### src/rtl/unsc_decoder.sv
// Stochastic-bitstream window decoder: counts ones over 2^WINDOW_LOG2 enabled samples
// and presents the count (unipolar) or 2*ones-N (bipolar) behind a valid/ready handshake.
module unsc_decoder #(
    parameter int WINDOW_LOG2 = 8,
    parameter int BIPOLAR     = 0,
    parameter int CONTINUOUS  = 0
) (
    input  logic                   iClk,
    input  logic                   iRst,
    input  logic                   iStart,
    input  logic                   iEn,
    input  logic                   iBit,
    input  logic                   iReady,
    output logic [WINDOW_LOG2+1:0] oData,
    output logic                   oValid,
    output logic                   oBusy,
    output logic                   oOvr
);
    localparam int OUT_W = WINDOW_LOG2 + 2;
    localparam int N     = 1 << WINDOW_LOG2;
    localparam logic [WINDOW_LOG2-1:0] LAST_IDX = {WINDOW_LOG2{1'b1}};
    localparam logic signed [OUT_W:0]  N_EXT    = (OUT_W+1)'(N);

    typedef enum logic {IDLE, COUNT} state_t;

    state_t                  state, state_nxt;
    logic [WINDOW_LOG2-1:0]  samp_cnt, samp_cnt_nxt, samp_idx;
    logic [WINDOW_LOG2:0]    ones_cnt, ones_cnt_nxt, ones_sum;
    logic                    accept, win_end;
    logic signed [OUT_W-1:0] result_p0;
    logic signed [OUT_W-1:0] data_p1;
    logic                    vld_p1, ovr_p1;

    function automatic logic signed [OUT_W-1:0] to_unipolar(input logic [WINDOW_LOG2:0] ones);
        return $signed({1'b0, ones});
    endfunction

    // 2*ones - N always fits in OUT_W bits: range is -N..+N.
    function automatic logic signed [OUT_W-1:0] to_bipolar(input logic [WINDOW_LOG2:0] ones);
        logic signed [OUT_W:0] diff;
        diff = $signed({1'b0, ones, 1'b0}) - N_EXT;
        return $signed(diff[OUT_W-1:0]);
    endfunction

    // Stage p0: window counting; a start cycle is itself sample 0.
    always_comb begin
        state_nxt    = state;
        samp_cnt_nxt = samp_cnt;
        ones_cnt_nxt = ones_cnt;
        samp_idx     = iStart ? '0 : samp_cnt;
        ones_sum     = (iStart ? '0 : ones_cnt) + {{WINDOW_LOG2{1'b0}}, iBit};
        accept       = iEn && (iStart || (state == COUNT));
        win_end      = accept && (samp_idx == LAST_IDX);
        result_p0    = (BIPOLAR != 0) ? to_bipolar(ones_sum) : to_unipolar(ones_sum);

        if (iStart) begin
            state_nxt    = COUNT;
            samp_cnt_nxt = '0;
            ones_cnt_nxt = '0;
        end
        if (accept) begin
            samp_cnt_nxt = samp_idx + 1'b1;
            ones_cnt_nxt = ones_sum;
        end
        if (win_end) begin
            samp_cnt_nxt = '0;
            ones_cnt_nxt = '0;
            state_nxt    = (CONTINUOUS != 0) ? COUNT : IDLE;
        end
    end

    always_ff @(posedge iClk) begin
        if (iRst) begin
            state    <= IDLE;
            samp_cnt <= '0;
            ones_cnt <= '0;
        end else begin
            state    <= state_nxt;
            samp_cnt <= samp_cnt_nxt;
            ones_cnt <= ones_cnt_nxt;
        end
    end

    // Stage p1: result register; a new result wins over a same-cycle handshake.
    always_ff @(posedge iClk) begin
        if (iRst) begin
            data_p1 <= '0;
            vld_p1  <= 1'b0;
            ovr_p1  <= 1'b0;
        end else if (win_end) begin
            data_p1 <= result_p0;
            vld_p1  <= 1'b1;
            if (vld_p1 && !iReady)
                ovr_p1 <= 1'b1;
        end else if (vld_p1 && iReady) begin
            vld_p1 <= 1'b0;
        end
    end

    assign oData  = data_p1;
    assign oValid = vld_p1;
    assign oBusy  = (state == COUNT);
    assign oOvr   = ovr_p1;
endmodule

### config.mk
export PLATFORM = sky130hd
export DESIGN_NAME = unsc_decoder
export DESIGN_NICKNAME = d
export VERILOG_FILES = /design/src/rtl/unsc_decoder.sv
export SDC_FILE = /design/constraint.sdc
export NUM_CORES = 1
export LEC_CHECK = 0
export ABC_CLOCK_PERIOD_IN_PS = 1890
export BUFFER_PORTS_ARGS = -buffer_cell sky130_fd_sc_hd__buf_2
export CAP_MARGIN = 20
export CORE_AREA = 2 2 56 58
export DETAILED_ROUTE_END_ITERATION = 10
export DIE_AREA = 0 0 58 60
export HOLD_SLACK_MARGIN = 0.05
export PLACE_DENSITY = 0.76
export RECOVER_POWER = 25
export SYNTH_ARGS = -nofsm -noshare
export SYNTH_HDL_FRONTEND = slang
export SYNTH_SLANG_ARGS = --single-unit
export TNS_END_PERCENT = 30
### constraint.sdc
create_clock -name iClk -period 1.89 [get_ports iClk]
set_clock_uncertainty 0.2 [all_clocks]
set_input_delay 0 -clock iClk [delete_from_list [all_inputs] [get_ports iClk]]
set_output_delay 0 -clock iClk [all_outputs]
set_load 0.01 [all_outputs]
Word level (Yosys, flattened, before mapping)
Index checks and enable logic that the tools add are counted.
{ "op_classes": {"bitwise_logic": 0, "n_eq_ne": 1, "order_cmp": 0, "reduce_logical": 9, "add_sub_neg": 2, "muxes": 6, "n_shift": 0, "n_mul": 0, "div_mod_pow": 0} }
{ "op_table": {"columns": ["operator", "n"], "rows": [
  ["$mux 9", 2],
  ["$mux 8", 2],
  ["$add 9x1->9", 1],
  ["$add 8x1->8 const B", 1],
  ["$eq 8x8->1 const B", 1],
  ["$logic_and 1x1->1", 4],
  ["$mux 1", 2],
  ["$reduce_and 2->1", 1],
  ["$reduce_bool 2->1", 1],
  ["$reduce_or 2->1", 1],
  ["$logic_not 1->1", 1],
  ["$logic_or 1x1->1", 1]
]} }
{ "totals": {"memories": 0, "reg_bits": 29, "out_inout_bits": 13, "latch_bits": 0, "input_bits": 6, "mem_bits_rw": 0, "elab_cells": 24, "rom_bits": 0} }

Depth between registers and ports, before layout
{ "logic_depth": {"depth_word": 4, "depth_mapped": 8, "mapped_depth_nobuf": 7} }

Worst setup path before layout
OpenSTA, ideal clock, no wires.
{ "synth_timing": {"path_type": "flip-flop to flip-flop", "from": "register samp_cnt[0]", "to": "register data_p1[0], in the netlist oData[0]", "arrival_ns": 1.451, "path_stages_with_launch": 8, "required_time_ns": 1.560, "period_less_slack_ns": 1.781, "setup_time_ns": 0.130, "path_slack_ns": 0.109, "n_path_buf": 1, "cell_sequence": "dfxtp_1 -> nor2b_1 -> ha_1 -> nand2_1 -> nor4_4 -> buf_6 -> mux2i_1 -> nor2_1"} }
{ "synth_between": {"elab_chain_cells": 3} }
{ "synth_lines": {"columns": ["item", "line", "source"], "rows": [
  ["start, declared", "27", "logic [WINDOW_LOG2-1:0] samp_cnt, samp_cnt_nxt, samp_idx;"],
  ["start signal, assigned", "79", "samp_cnt <= samp_cnt_nxt;"],
  ["$mux 8", null, null],
  ["$eq 8x8->1", "53", "win_end = accept && (samp_idx == LAST_IDX);"],
  ["$logic_and 1x1->1", "53", null],
  ["end signal, assigned", "91", "data_p1 <= result_p0;"],
  ["end, declared", "31", "logic signed [OUT_W-1:0] data_p1;"]
]} }
No other way between the ends.
A chain may end at the register's enable or synchronous reset.

Worst setup path in the final report
{ "layout_timing": {"from": "input port iStart", "to": "register data_p1[8], in the netlist oData[8]"} }
{ "layout_between": {"elab_chain_cells": 3, "elab_cells_between_ends": 7, "cone_classes": "add/sub: 1; eq/ne: 1; mux: 2; reduce/logical: 3"} }
{ "layout_lines": {"columns": ["item", "line", "source"], "rows": [
  ["start, declared", "10", "input logic iStart,"],
  ["parallel branches: the longest is 3 deep, another holds $add 9x1->9", null, null]
]} }
Parallel ways; which one is timed is not known.

==> impl_metrics.py <==
metrics = {
    "status": {
        "status": "completed",
    },
    "place": {
        "io_buffers": 17,
        "place_congestion": 0.8507,
        "place_hpwl_um": 1939,
    },
    "clock_tree": {
        "clock-sinks": 29,
        "htreeDepth": 2,
        "cts_buffer_depth": 2,
        "cts_tree": "yes",
        "clk_pin_slew_ns": 0.10,
        "clock_latency_ns": 0.33,
        "numCtsBuffers": 5,
        "cts_root_buf": "clkbuf_4",
    },
    "yosys": {
        "seq_area_frac_synth": 0.4253,
        "synthCells": 150,
        "synth-seq-cells": 29,
        "synth-compound-area-share": 0.06783,
        "synthFlopType": "dfxtp_1",
        "ys_warn_count": 0,
        "synth.net_count": 159,
        "synthXorXnorAreaFrac": 0.1283,
        "synth_mux_area_frac": 0.04400,
        "synthSimpleGateAreaFrac": 0.2667,
        "synth_commonest_cells": "nor2_1 (33), dfxtp_1 (29), xnor2_1 (17)",
        "synth_top_area_frac": 0.4253,
        "synth_edf_count": 0,
        "synth_cell_types": 31,
        "ys_async_sr_fraction": 0,
        "synth_fa_ha_area_frac": 0.02750,
        "ys_top_cells_by_area": "dfxtp_1 (43%), xnor2_1 (11%), nor2_1 (9.1%), mux2i_1 (4.4%), o2bb2ai_1 (3.2%)",
        "synth_top_family_by_area": "simple AND/OR/NAND/NOR gates",
        "yosysTopAreaCell": "dfxtp_1",
        "yosysMostFrequentCell": "nor2_1",
        "netlist_area_sq_um": 1365,
        "synth_area_per_cell_sq_um": 9.100,
    },
    "floorplanning": {
        "die_x_um": 58,
        "initial_core_util": 0.4703,
        "die-area_sq_um": 3480,
        "die_h_um": 60,
        "rows": 20,
        "pin_count": 19,
        "coreArea_sq_um": 2903,
    },
    "critical_path": {
        "rr_startpoint": "ones_cnt[0]$_SDFF_PP0_",
        "cp_data_required_time_ns": 1.91,
        "arrival_ns": 1.91,
        "reg2reg_depth": 8,
        "r2r-end": "oData[8]$_SDFFE_PP0P_",
        "critPathKind": "primary input to flop",
        "start_kind": "primary input",
        "crit_fanout": 9,
        "endpoint_kind": "flop",
        "reg2reg_slack_ns": 0.05,
    },
    "power_and_ir_drop": {
        "clkPwrFrac": 0.382,
        "p_sw_frac": 0.2313,
        "leakage_nw": 0.6690,
        "vdd_ir_drop_max_mv": 0.5306,
        "p_int_mw": 0.8689,
        "power_density_nw_per_um2": 651.4,
        "power_switching_mw": 0.2615,
        "sequentialPowerShare": 0.548,
        "comb_power_share": 0.070,
    },
    "sta": {
        "finalCriticalPeriod_ns": 1.889,
        "timing.fmax_mhz": 529.4,
        "setup_viol_count_final": 0,
        "setup_tns_ns": 0,
        "timing.hold.ws_ns": 0.2696,
        "post-route-period-util": 0.9995,
        "report.final.hold_viol_count": 0,
        "rsz0062_at_grt": "yes",
        "slew_violations": 0,
    },
    "drt": {
        "first_iter_violations": 26,
        "viasPerCell": 5.169,
        "routed-wl-met3_um": 142,
        "met1Wirelength_um": 1222,
        "wl_per_cell_um": 13.36,
        "drc": 0,
        "wl_um": 2925,
        "postRouteAntennaNets": 0,
        "vias": 1132,
        "wl_met2_um": 1498,
        "firstDrtPassIters": 4,
        "highest_layer": "met4",
    },
    "min_path": {
        "hold_depth": 1,
        "hold_path.class": "flop to flop",
        "min_from": "oData[7]$_SDFFE_PP0P_",
        "min_to": "oData[7]$_SDFFE_PP0P_",
    },
    "global_routing": {
        "grt_max_degree": 12,
        "track_usage": 0.1803,
        "grt_overflow": 0,
        "antenna_found_initial": 0,
        "grt_first_pass_wirelength_um": 4581,
        "grt_pass1_vias": 1043,
    },
    "cells_and_area": {
        "final_nets": 194,
        "antenna_cells": 0,
        "syn_to_final_growth_pct": 27.13,
        "drive_gt1_frac": 0.2204,
    },
    "flow_run": {
        "drv_cap": 0,
    },
}
## cell usage in the layout (no fill, tap or decap), types with 4 or more instances in the layout
cell / Yosys / final
nor2_1: 33 / 33
nand2b_1: 4 / 4
mux2i_1: 6 / 6
clkbuf_4: 0 / 5
buf_4: 1 / 7
inv_1: 4 / 4
buf_2: 1 / 7
dlygate4sd3_1: 0 / 8
nor3_1: 7 / 6
clkbuf_1: 2 / 9
xnor2_1: 17 / 17
o2bb2ai_1: 5 / 5
nand2_1: 8 / 7
dfxtp_1: 29 / 27
## power groups by stage
stage	combinational, mW	clock (mW)	sequential (mW)
2_1_floorplan	0.0366	0	0.634
3_3_place_gp	0.0567	0	0.633
3_5_place_dp	0.0584	0	0.633
4_1_cts	0.0708	0.442	0.619
5_1_grt	0.0859	0.482	0.621
6_report	0.0791	0.431	0.620
## metal layers
layer | track usage | vias up
li1 | - | 570
met4 | 0.06977 | 0
met3 | 0.05844 | 7
met1 | 0.2056 | 532
met2 | 0.3133 | 23
met5 | 0 | -
## cells by family (layout without fill, tap and decap cells)
family	Yosys count	after routing
compound gates	11	11
other cells	1	1
mux	6	6
flops	29	29
simple gates	70	70
fa+ha+maj	3	3
xor+xnor	20	20
buf+inv	10	46
## final cells by class
type | instances | area, sq um
Sequential cell | 29 | 583.1
Tap cell | 33 | 41.29
Multi-Input combinational cell | 111 | 782.0
Fill cell | 250 | 1167
Clock buffer | 7 | 65.06
Inverter | 4 | 15.01
Clock inverter | 1 | 5.005
Timing Repair Buffer | 34 | 244.0
## sequential cells by signal, summed over array words and instances (netlist names)
signal and cells:
ones_cnt 9, oBusy 1, oData 9, samp_cnt 8
oValid 1, oOvr 1
## worst max path at each step
stage / endpoint / startpoint / cells after the start
after CTS: ones_cnt[8]$_SDFF_PP0_ / iStart / 10
after global routing: oData[1]$_SDFFE_PP0P_ / samp_cnt[0]$_SDFF_PP0_ / 7
after detailed placement: oData[1]$_SDFFE_PP0P_ / samp_cnt[0]$_SDFF_PP0_ / 7
final: oData[8]$_SDFFE_PP0P_ / iStart / 10
after floorplan: oData[0]$_SDFFE_PP0P_ / samp_cnt[0]$_SDFF_PP0_ / 7
after global placement: oData[0]$_SDFFE_PP0P_ / samp_cnt[1]$_SDFF_PP0_ / 7
## stage by stage
stage	worst slack [ns]	power (mW)	std cells	instance area [sq um]	util
3_3_place_gp	0.04941	0.6897	200	1500	0.5168
3_5_place_dp	-0.01640	0.6917	200	1500	0.5168
2_1_floorplan	0.1094	0.6701	150	1365	-
4_1_cts	0.01979	1.132	216	1654	0.5698
6_report	0.0008926	1.130	219	1735	0.5978
5_1_grt	-0.07517	1.189	219	1735	0.5978
## critical path, cell delays in order
cell	delay, ns
dlygate4sd3_1	0.55
buf_6	0.15
nor2b_1	0.17
ha_2	0.24
ha_1	0.17
buf_4	0.13
nand4_1	0.13
nor2_1	0.15
xnor2_1	0.14
o2bb2ai_1	0.08
## what timing repair did
action | CTS | global route
setup buffers | 0 | 3
resized for setup | 1 | 16
endpoints found under the setup margin | 2 | 25
hold endpoints to repair | 23 | 0
pin swaps | 1 | 6
hold buffers | 8 | 0
Note: power is estimated with default switching activity, not from simulation.
